**config.mk**
```make
export PLATFORM = sky130hd
export DESIGN_NAME = mem_test_ctrl_flat
export DESIGN_NICKNAME = d
export VERILOG_FILES = /design/src/rtl/mem_test_ctrl_if.sv /design/src/rtl/mem_test_ctrl.sv /design/src/flat_wrapper.sv
export SDC_FILE = /design/constraint.sdc
export NUM_CORES = 1
export LEC_CHECK = 0
export ABC_AREA = 1
export BUFFER_PORTS_ARGS = -buffer_cell sky130_fd_sc_hd__buf_4
export CELL_PAD_IN_SITES_DETAIL_PLACEMENT = 1
export CELL_PAD_IN_SITES_GLOBAL_PLACEMENT = 2
export CORE_UTILIZATION = 25
export CTS_BUF_LIST = sky130_fd_sc_hd__clkbuf_16
export CTS_CLUSTER_SIZE = 28
export DETAILED_ROUTE_END_ITERATION = 16
export GPL_TIMING_DRIVEN = 0
export PLACE_DENSITY = 0.84
export SLEW_MARGIN = 20
export SYNTH_ARGS = -nofsm -noshare
export SYNTH_HDL_FRONTEND = slang
export SYNTH_SLANG_ARGS = --single-unit
```
**constraint.sdc**
```tcl
create_clock -name clk_i -period 1.82 [get_ports clk_i]
set_input_delay 0.182 -clock clk_i [delete_from_list [all_inputs] [get_ports clk_i]]
set_output_delay 0.182 -clock clk_i [all_outputs]
set_load 0.05 [all_outputs]
```
**src/rtl/mem_test_ctrl_if.sv**
```systemverilog
`default_nettype none
// ============================================================================
// Module   : mem_test_ctrl_if
// Brief    : Avalon-MM master/slave bundle used by the memory test controller.
// Revision : 1.0 - initial release
// ============================================================================
interface mem_test_ctrl_if #(
    parameter int ADDR_W = 4,
    parameter int DATA_W = 32
);
    logic              read;
    logic              write;
    logic [ADDR_W-1:0] address;
    logic [DATA_W-1:0] writedata;
    logic [DATA_W-1:0] readdata;
    logic              waitrequest;
    logic              readdatavalid;

    modport master (
        output read, write, address, writedata,
        input  readdata, waitrequest, readdatavalid
    );

    modport slave (
        input  read, write, address, writedata,
        output readdata, waitrequest, readdatavalid
    );
endinterface
`default_nettype wire

```
**src/rtl/mem_test_ctrl.sv**
```systemverilog
`default_nettype none
// ============================================================================
// Module   : mem_test_ctrl
// Brief    : Write-then-readback memory tester driving an Avalon-MM slave.
// Revision : 1.0 - initial release
// ============================================================================
module mem_test_ctrl #(
    parameter int ADDR_W = 4,
    parameter int DATA_W = 32
) (
    input  wire logic              clk_i,
    input  wire logic              rst_i,
    input  wire logic              start_i,
    input  wire logic [ADDR_W-1:0] start_addr_i,
    input  wire logic [ADDR_W-1:0] end_addr_i,
    input  wire logic [DATA_W-1:0] pattern_i,
    input  wire logic              pattern_sel_i,
    output logic                   busy_o,
    output logic                   done_o,
    output logic                   err_o,
    output logic [7:0]             err_cnt_o,
    output logic [ADDR_W-1:0]      err_addr_o,
    mem_test_ctrl_if.master        amm
);

    localparam logic [2:0] c_ST_IDLE      = 3'd0;
    localparam logic [2:0] c_ST_WRITE     = 3'd1;
    localparam logic [2:0] c_ST_READ_REQ  = 3'd2;
    localparam logic [2:0] c_ST_READ_WAIT = 3'd3;
    localparam logic [2:0] c_ST_DONE      = 3'd4;
    localparam logic [7:0] c_CNT_MAX      = 8'hFF;

    logic [2:0]        r_state;
    logic [2:0]        w_next_state;
    logic [ADDR_W-1:0] r_addr;
    logic [ADDR_W-1:0] r_start_addr;
    logic [ADDR_W-1:0] r_end_addr;
    logic [DATA_W-1:0] r_pattern;
    logic              r_pattern_sel;
    logic              r_err;
    logic [7:0]        r_err_cnt;
    logic [ADDR_W-1:0] r_err_addr;

    logic [DATA_W-1:0] w_expected;
    logic              w_at_end;
    logic              w_wr_accept;
    logic              w_rd_accept;
    logic              w_rsp;
    logic              w_mismatch;

    assign w_expected  = r_pattern_sel ? (r_pattern ^ DATA_W'(r_addr)) : r_pattern;
    assign w_at_end    = (r_addr == r_end_addr);
    assign w_wr_accept = (r_state == c_ST_WRITE)     && !amm.waitrequest;
    assign w_rd_accept = (r_state == c_ST_READ_REQ)  && !amm.waitrequest;
    // Responses arriving in any other state (e.g. one orphaned by reset) are dropped.
    assign w_rsp       = (r_state == c_ST_READ_WAIT) && amm.readdatavalid;
    assign w_mismatch  = w_rsp && (amm.readdata != w_expected);

    always_ff @(posedge clk_i) begin
        if (rst_i) begin
            r_state <= c_ST_IDLE;
        end else begin
            r_state <= w_next_state;
        end
    end

    always_comb begin
        w_next_state = r_state;
        case (r_state)
            c_ST_IDLE:      if (start_i)     w_next_state = c_ST_WRITE;
            c_ST_WRITE:     if (w_wr_accept && w_at_end) w_next_state = c_ST_READ_REQ;
            c_ST_READ_REQ:  if (w_rd_accept) w_next_state = c_ST_READ_WAIT;
            c_ST_READ_WAIT: if (w_rsp)       w_next_state = w_at_end ? c_ST_DONE : c_ST_READ_REQ;
            c_ST_DONE:      w_next_state = c_ST_IDLE;
            default:        w_next_state = c_ST_IDLE;
        endcase
    end

    always_comb begin
        busy_o        = (r_state != c_ST_IDLE);
        done_o        = 1'b0;
        amm.read      = 1'b0;
        amm.write     = 1'b0;
        amm.address   = '0;
        amm.writedata = '0;
        case (r_state)
            c_ST_WRITE: begin
                amm.write     = 1'b1;
                amm.address   = r_addr;
                amm.writedata = w_expected;
            end
            c_ST_READ_REQ: begin
                amm.read    = 1'b1;
                amm.address = r_addr;
            end
            c_ST_DONE: done_o = 1'b1;
            default: ;
        endcase
    end

    always_ff @(posedge clk_i) begin
        if (rst_i) begin
            r_addr        <= '0;
            r_start_addr  <= '0;
            r_end_addr    <= '0;
            r_pattern     <= '0;
            r_pattern_sel <= 1'b0;
            r_err         <= 1'b0;
            r_err_cnt     <= '0;
            r_err_addr    <= '0;
        end else begin
            case (r_state)
                c_ST_IDLE: begin
                    if (start_i) begin
                        r_start_addr  <= start_addr_i;
                        r_end_addr    <= end_addr_i;
                        r_pattern     <= pattern_i;
                        r_pattern_sel <= pattern_sel_i;
                        r_addr        <= start_addr_i;
                        r_err         <= 1'b0;
                        r_err_cnt     <= '0;
                        r_err_addr    <= '0;
                    end
                end
                c_ST_WRITE: begin
                    // Wrap back to the first address so the read pass replays the same range.
                    if (w_wr_accept) begin
                        r_addr <= w_at_end ? r_start_addr : r_addr + ADDR_W'(1);
                    end
                end
                c_ST_READ_WAIT: begin
                    if (w_rsp) begin
                        if (!w_at_end) begin
                            r_addr <= r_addr + ADDR_W'(1);
                        end
                        if (w_mismatch) begin
                            r_err <= 1'b1;
                            if (r_err_cnt != c_CNT_MAX) begin
                                r_err_cnt <= r_err_cnt + 8'd1;
                            end
                            if (!r_err) begin
                                r_err_addr <= r_addr;
                            end
                        end
                    end
                end
                default: ;
            endcase
        end
    end

    assign err_o      = r_err;
    assign err_cnt_o  = r_err_cnt;
    assign err_addr_o = r_err_addr;

endmodule
`default_nettype wire

```
**src/flat_wrapper.sv**
```systemverilog
// flat-port wrapper written by rule: the top's interface ports become plain ports
module mem_test_ctrl_flat 
#(
    parameter int ADDR_W = 4,
    parameter int DATA_W = 32
)
  (clk_i, rst_i, start_i, start_addr_i, end_addr_i, pattern_i, pattern_sel_i, busy_o, done_o, err_o, err_cnt_o, err_addr_o, amm_read, amm_write, amm_address, amm_writedata, amm_readdata, amm_waitrequest, amm_readdatavalid);
  mem_test_ctrl_if #(.ADDR_W(ADDR_W), .DATA_W(DATA_W)) amm_i ();
  input  wire logic clk_i;
  input  wire logic rst_i;
  input  wire logic start_i;
  input  wire logic [ADDR_W-1:0] start_addr_i;
  input  wire logic [ADDR_W-1:0] end_addr_i;
  input  wire logic [DATA_W-1:0] pattern_i;
  input  wire logic pattern_sel_i;
  output logic busy_o;
  output logic done_o;
  output logic err_o;
  output logic [7:0] err_cnt_o;
  output logic [ADDR_W-1:0] err_addr_o;
  output wire logic [$bits(amm_i.read)-1:0] amm_read;
  output wire logic [$bits(amm_i.write)-1:0] amm_write;
  output wire logic [$bits(amm_i.address)-1:0] amm_address;
  output wire logic [$bits(amm_i.writedata)-1:0] amm_writedata;
  input wire logic [$bits(amm_i.readdata)-1:0] amm_readdata;
  input wire logic [$bits(amm_i.waitrequest)-1:0] amm_waitrequest;
  input wire logic [$bits(amm_i.readdatavalid)-1:0] amm_readdatavalid;
  assign amm_read = amm_i.read;
  assign amm_write = amm_i.write;
  assign amm_address = amm_i.address;
  assign amm_writedata = amm_i.writedata;
  assign amm_i.readdata = amm_readdata;
  assign amm_i.waitrequest = amm_waitrequest;
  assign amm_i.readdatavalid = amm_readdatavalid;
  mem_test_ctrl #(.ADDR_W(ADDR_W), .DATA_W(DATA_W)) u_core (.clk_i(clk_i), .rst_i(rst_i), .start_i(start_i), .start_addr_i(start_addr_i), .end_addr_i(end_addr_i), .pattern_i(pattern_i), .pattern_sel_i(pattern_sel_i), .busy_o(busy_o), .done_o(done_o), .err_o(err_o), .err_cnt_o(err_cnt_o), .err_addr_o(err_addr_o), .amm(amm_i));
endmodule
```
==> results.json <==
{
  "status": "finished clean",
  "fmax_ghz": 0.555,
  "hpwlAfterDp_um": 10600,
  "globalRoute.totalOverflow": 0,
  "fill_cells": 1797,
  "yosysSeqAreaShare": 0.346,
  "syn-num-nets": 654,
  "synthCells": 574,
  "crit_slowest_cell": "dfxtp_4",
  "htree_levels": 3,
  "antenna_found_initial": 0,
  "hold_path.class": "in -> reg",
  "grt_use_total": 0.191,
  "place_congestion": 0.797,
  "nets": 808,
  "clock_latency_ns": 0.34,
  "grt_pass1_wl_um": 21100,
  "crit_required_ns": 1.64,
  "crit_start": "u_core.r_state[0]",
  "cts_tree": "done",
  "clockBufferDepth": 2,
  "layout_min_cycle_time_ns": 1.80,
  "netlist_area_um2": 3530,
  "die_h_um": 121,
  "ant_nets": 0,
  "final_cell_mix": "nand2_1 (134), buf_4 (113), inv_1 (62), nor2_1 (60), dfxtp_1 (52)",
  "io_pins": 131,
  "power.density_nw_per_um2": 1510,
  "layout_commonest_cell": "nand2_1",
  "p_comb_frac": 0.524,
  "intPower_w": 0.00453,
  "cp_max_fo": 10,
  "grt_max_degree": 11,
  "core_area_um2": 13800,
  "dieArea_um2": 14600,
  "r2r_cells": 11,
  "final_area_um2": 5570,
  "viasPerCell": 4.62,
  "fp.dieW_um": 121,
  "area_delta_synth_final_pct": 57.7,
  "clkTransAtPathRegs_ns": 0.06,
  "ff2ff_setup_slack_ns": 0.07,
  "worst-setup-path-type": "reg -> out",
  "dpl-instance-area_um2": 4730,
  "setup_violations": 0,
  "leakagePower_nw": 2.65,
  "critPathCaptureType": "output pin",
  "path_cells": "inv_1 > nor2_2 > nand2_1 > buf_6 > buf_4 > nor2_2 > buf_6",
  "relSlewSlack": 0.539,
  "final.period_utilization": 0.989,
  "synth_fa_ha_area_frac": 0.00709,
  "p_seq_frac": 0.242,
  "p_sw_frac": 0.460,
  "synth_xor_area_frac": 0.0298,
  "netSwitchingPower_w": 0.00385,
  "ys_ff_latch": 61,
  "worstMarginPinSlew_ns": 0.692,
  "total_power_w": 0.00839,
  "r2r-start": "u_core.r_addr[0]",
  "skew_ns": 0.00575,
  "row_count": 43,
  "cp-start-kind": "flop",
  "drc": 0,
  "rr_endpoint": "u_core.r_addr[2]",
  "wl_um": 13900,
  "slowest_delay_ns": 0.37,
  "diodes": 0,
  "synth_cell_types": 32,
  "grt_setup_unrepaired": "yes",
  "synthMuxAreaShare": 0,
  "cts-root-buf": "clkbuf_16",
  "grt_pass1_vias": 4258,
  "drive_above_1_share": 0.362,
  "p_clk_frac": 0.233,
  "arrival_ns": 1.62,
  "drv_slew": 0,
  "initial_utilization": 0.255,
  "cts.sinks": 61,
  "synth_top_family_by_area": "simple AND/OR/NAND/NOR gates",
  "ir_drop_v": 0.000702,
  "cap_viol_max_count": 0,
  "worstSetupEndpoint": "amm_writedata[25]",
  "numCtsBuffers": 9,
  "holdBufCountCts": 0,
  "synth_area_per_cell_um2": 6.15,
  "wl_per_cell_um": 15.2,
  "final-hold-violation-count": 0,
  "drt_first_iter_violations": 143,
  "portBuffers": 129,
  "synth_compound_area_frac": 0.169,
  "vias": 4215,
  "ys_warn_count": 0,
  "drt_first_pass_iters": 4,
  "yosys.area_share.simple": 0.317
}
## flip-flops by register name, indices dropped and copies added, names as in the netlist
| signal | flops |
|---|---|
| u_core.r_end_addr | 4 |
| u_core.r_start_addr | 4 |
| u_core.r_state | 3 |
| u_core.err_addr_o | 4 |
| u_core.r_pattern_sel | 1 |
| u_core.r_pattern | 32 |
| u_core.err_cnt_o | 8 |
| u_core.r_addr | 4 |
| u_core.err_o | 1 |
## kinds of logic after synthesis
kind of cell             after synthesis
flip-flops                            61
AND/OR/NAND/NOR                      273
AO/OA/AOI/OAI                        110
adder cells (fa/ha/maj)                2
XOR/XNOR                              12
buffers and inverters                116
## worst min-delay path by stage
| stage | start | to | slack, ns | cells past startpoint |
|---|---|---|---|---|
| 2_1_floorplan | end_addr_i[0] | u_core.r_end_addr[0] | 0.32 | 2 |
| 3_3_place_gp | end_addr_i[1] | u_core.r_end_addr[1] | 0.41 | 3 |
| 3_5_place_dp | end_addr_i[0] | u_core.r_end_addr[0] | 0.42 | 3 |
| 4_1_cts | end_addr_i[0] | u_core.r_end_addr[0] | 0.06 | 3 |
| 5_1_grt | end_addr_i[0] | u_core.r_end_addr[0] | 0.09 | 3 |
| 6_report | end_addr_i[0] | u_core.r_end_addr[0] | 0.07 | 3 |
## cell type report
type | instances | area (um^2) | share of cell area
Timing Repair Buffer | 143 | 1220 | 0.220
Clock buffer | 9 | 225 | 0.0405
Sequential cell | 61 | 1240 | 0.223
Inverter | 93 | 355 | 0.0638
Multi-Input combinational cell | 397 | 2030 | 0.365
Buffer | 23 | 156 | 0.0281
Tap cell | 180 | 225 | 0.0405
Clock inverter | 7 | 106 | 0.0191
## timing repair
action                     CTS  global route
gates resized for setup     30            95
pin swaps                    1            22
setup endpoints to repair   75            90
gates cloned                 0             1
buffers inserted             0            13
## power groups by stage
stage               Sequential [W]  Combinational, W  Clock, W
floorplan                  0.00225           0.00237         0
global placement           0.00200           0.00371         0
detailed placement         0.00202           0.00380         0
CTS                        0.00200           0.00393   0.00201
global route               0.00208           0.00481   0.00206
finish                     0.00203           0.00440   0.00196
## stage by stage
step	setup WS, ns	cells	hold slack [ns]	setup TNS (ns)	util
finish	0.0197	913	0.0723	0	0.403
detailed placement	-0.0834	883	0.417	-0.753	0.342
global placement	-0.0193	883	0.410	-0.0278	0.342
CTS	-0.0124	899	0.0559	-0.0534	0.372
global route	-0.0571	913	0.0939	-0.836	0.403
floorplan	-0.0746	574	0.317	-0.149	-
## synth_stat cells (all sizes together)
| cell | count | area (um^2) |
|---|---|---|
| a211oi | 2 | 15.0 |
| a21oi | 49 | 245 |
| a22oi | 1 | 7.51 |
| a31oi | 3 | 33.8 |
| buf | 16 | 87.6 |
| clkbuf | 7 | 26.3 |
| clkinv | 6 | 22.5 |
| dfxtp | 61 | 1220 |
| ha | 2 | 25.0 |
| inv | 87 | 327 |
| nand2 | 146 | 551 |
| nand3 | 14 | 75.1 |
| nand3b | 5 | 37.5 |
| nand4 | 14 | 87.6 |
| nor2 | 89 | 339 |
| nor3 | 3 | 15.0 |
| nor3b | 1 | 7.51 |
| o211ai | 1 | 7.51 |
| o21ai | 53 | 280 |
| o31ai | 1 | 7.51 |
| or2 | 1 | 6.26 |
| xnor2 | 4 | 35.0 |
| xor2 | 8 | 70.1 |
## critical path, delay by kind of cell, from the launching register on
kind | cells | cell delay (ns)
buf+inv | 4 | 0.59
simple gates | 3 | 0.32
flops | 1 | 0.37
## layer usage
metal | vias to the layer above | routed length, um | GRT usage
met2 | 112 | 6710 | 0.325
met4 | 0 | 342 | 0.0941
li1 | 2110 | - | -
met1 | 1973 | 6240 | 0.234
met5 | - | 0 | 0
met3 | 20 | 601 | 0.0264
No activity file was read; power rests on OpenSTA's default activity.
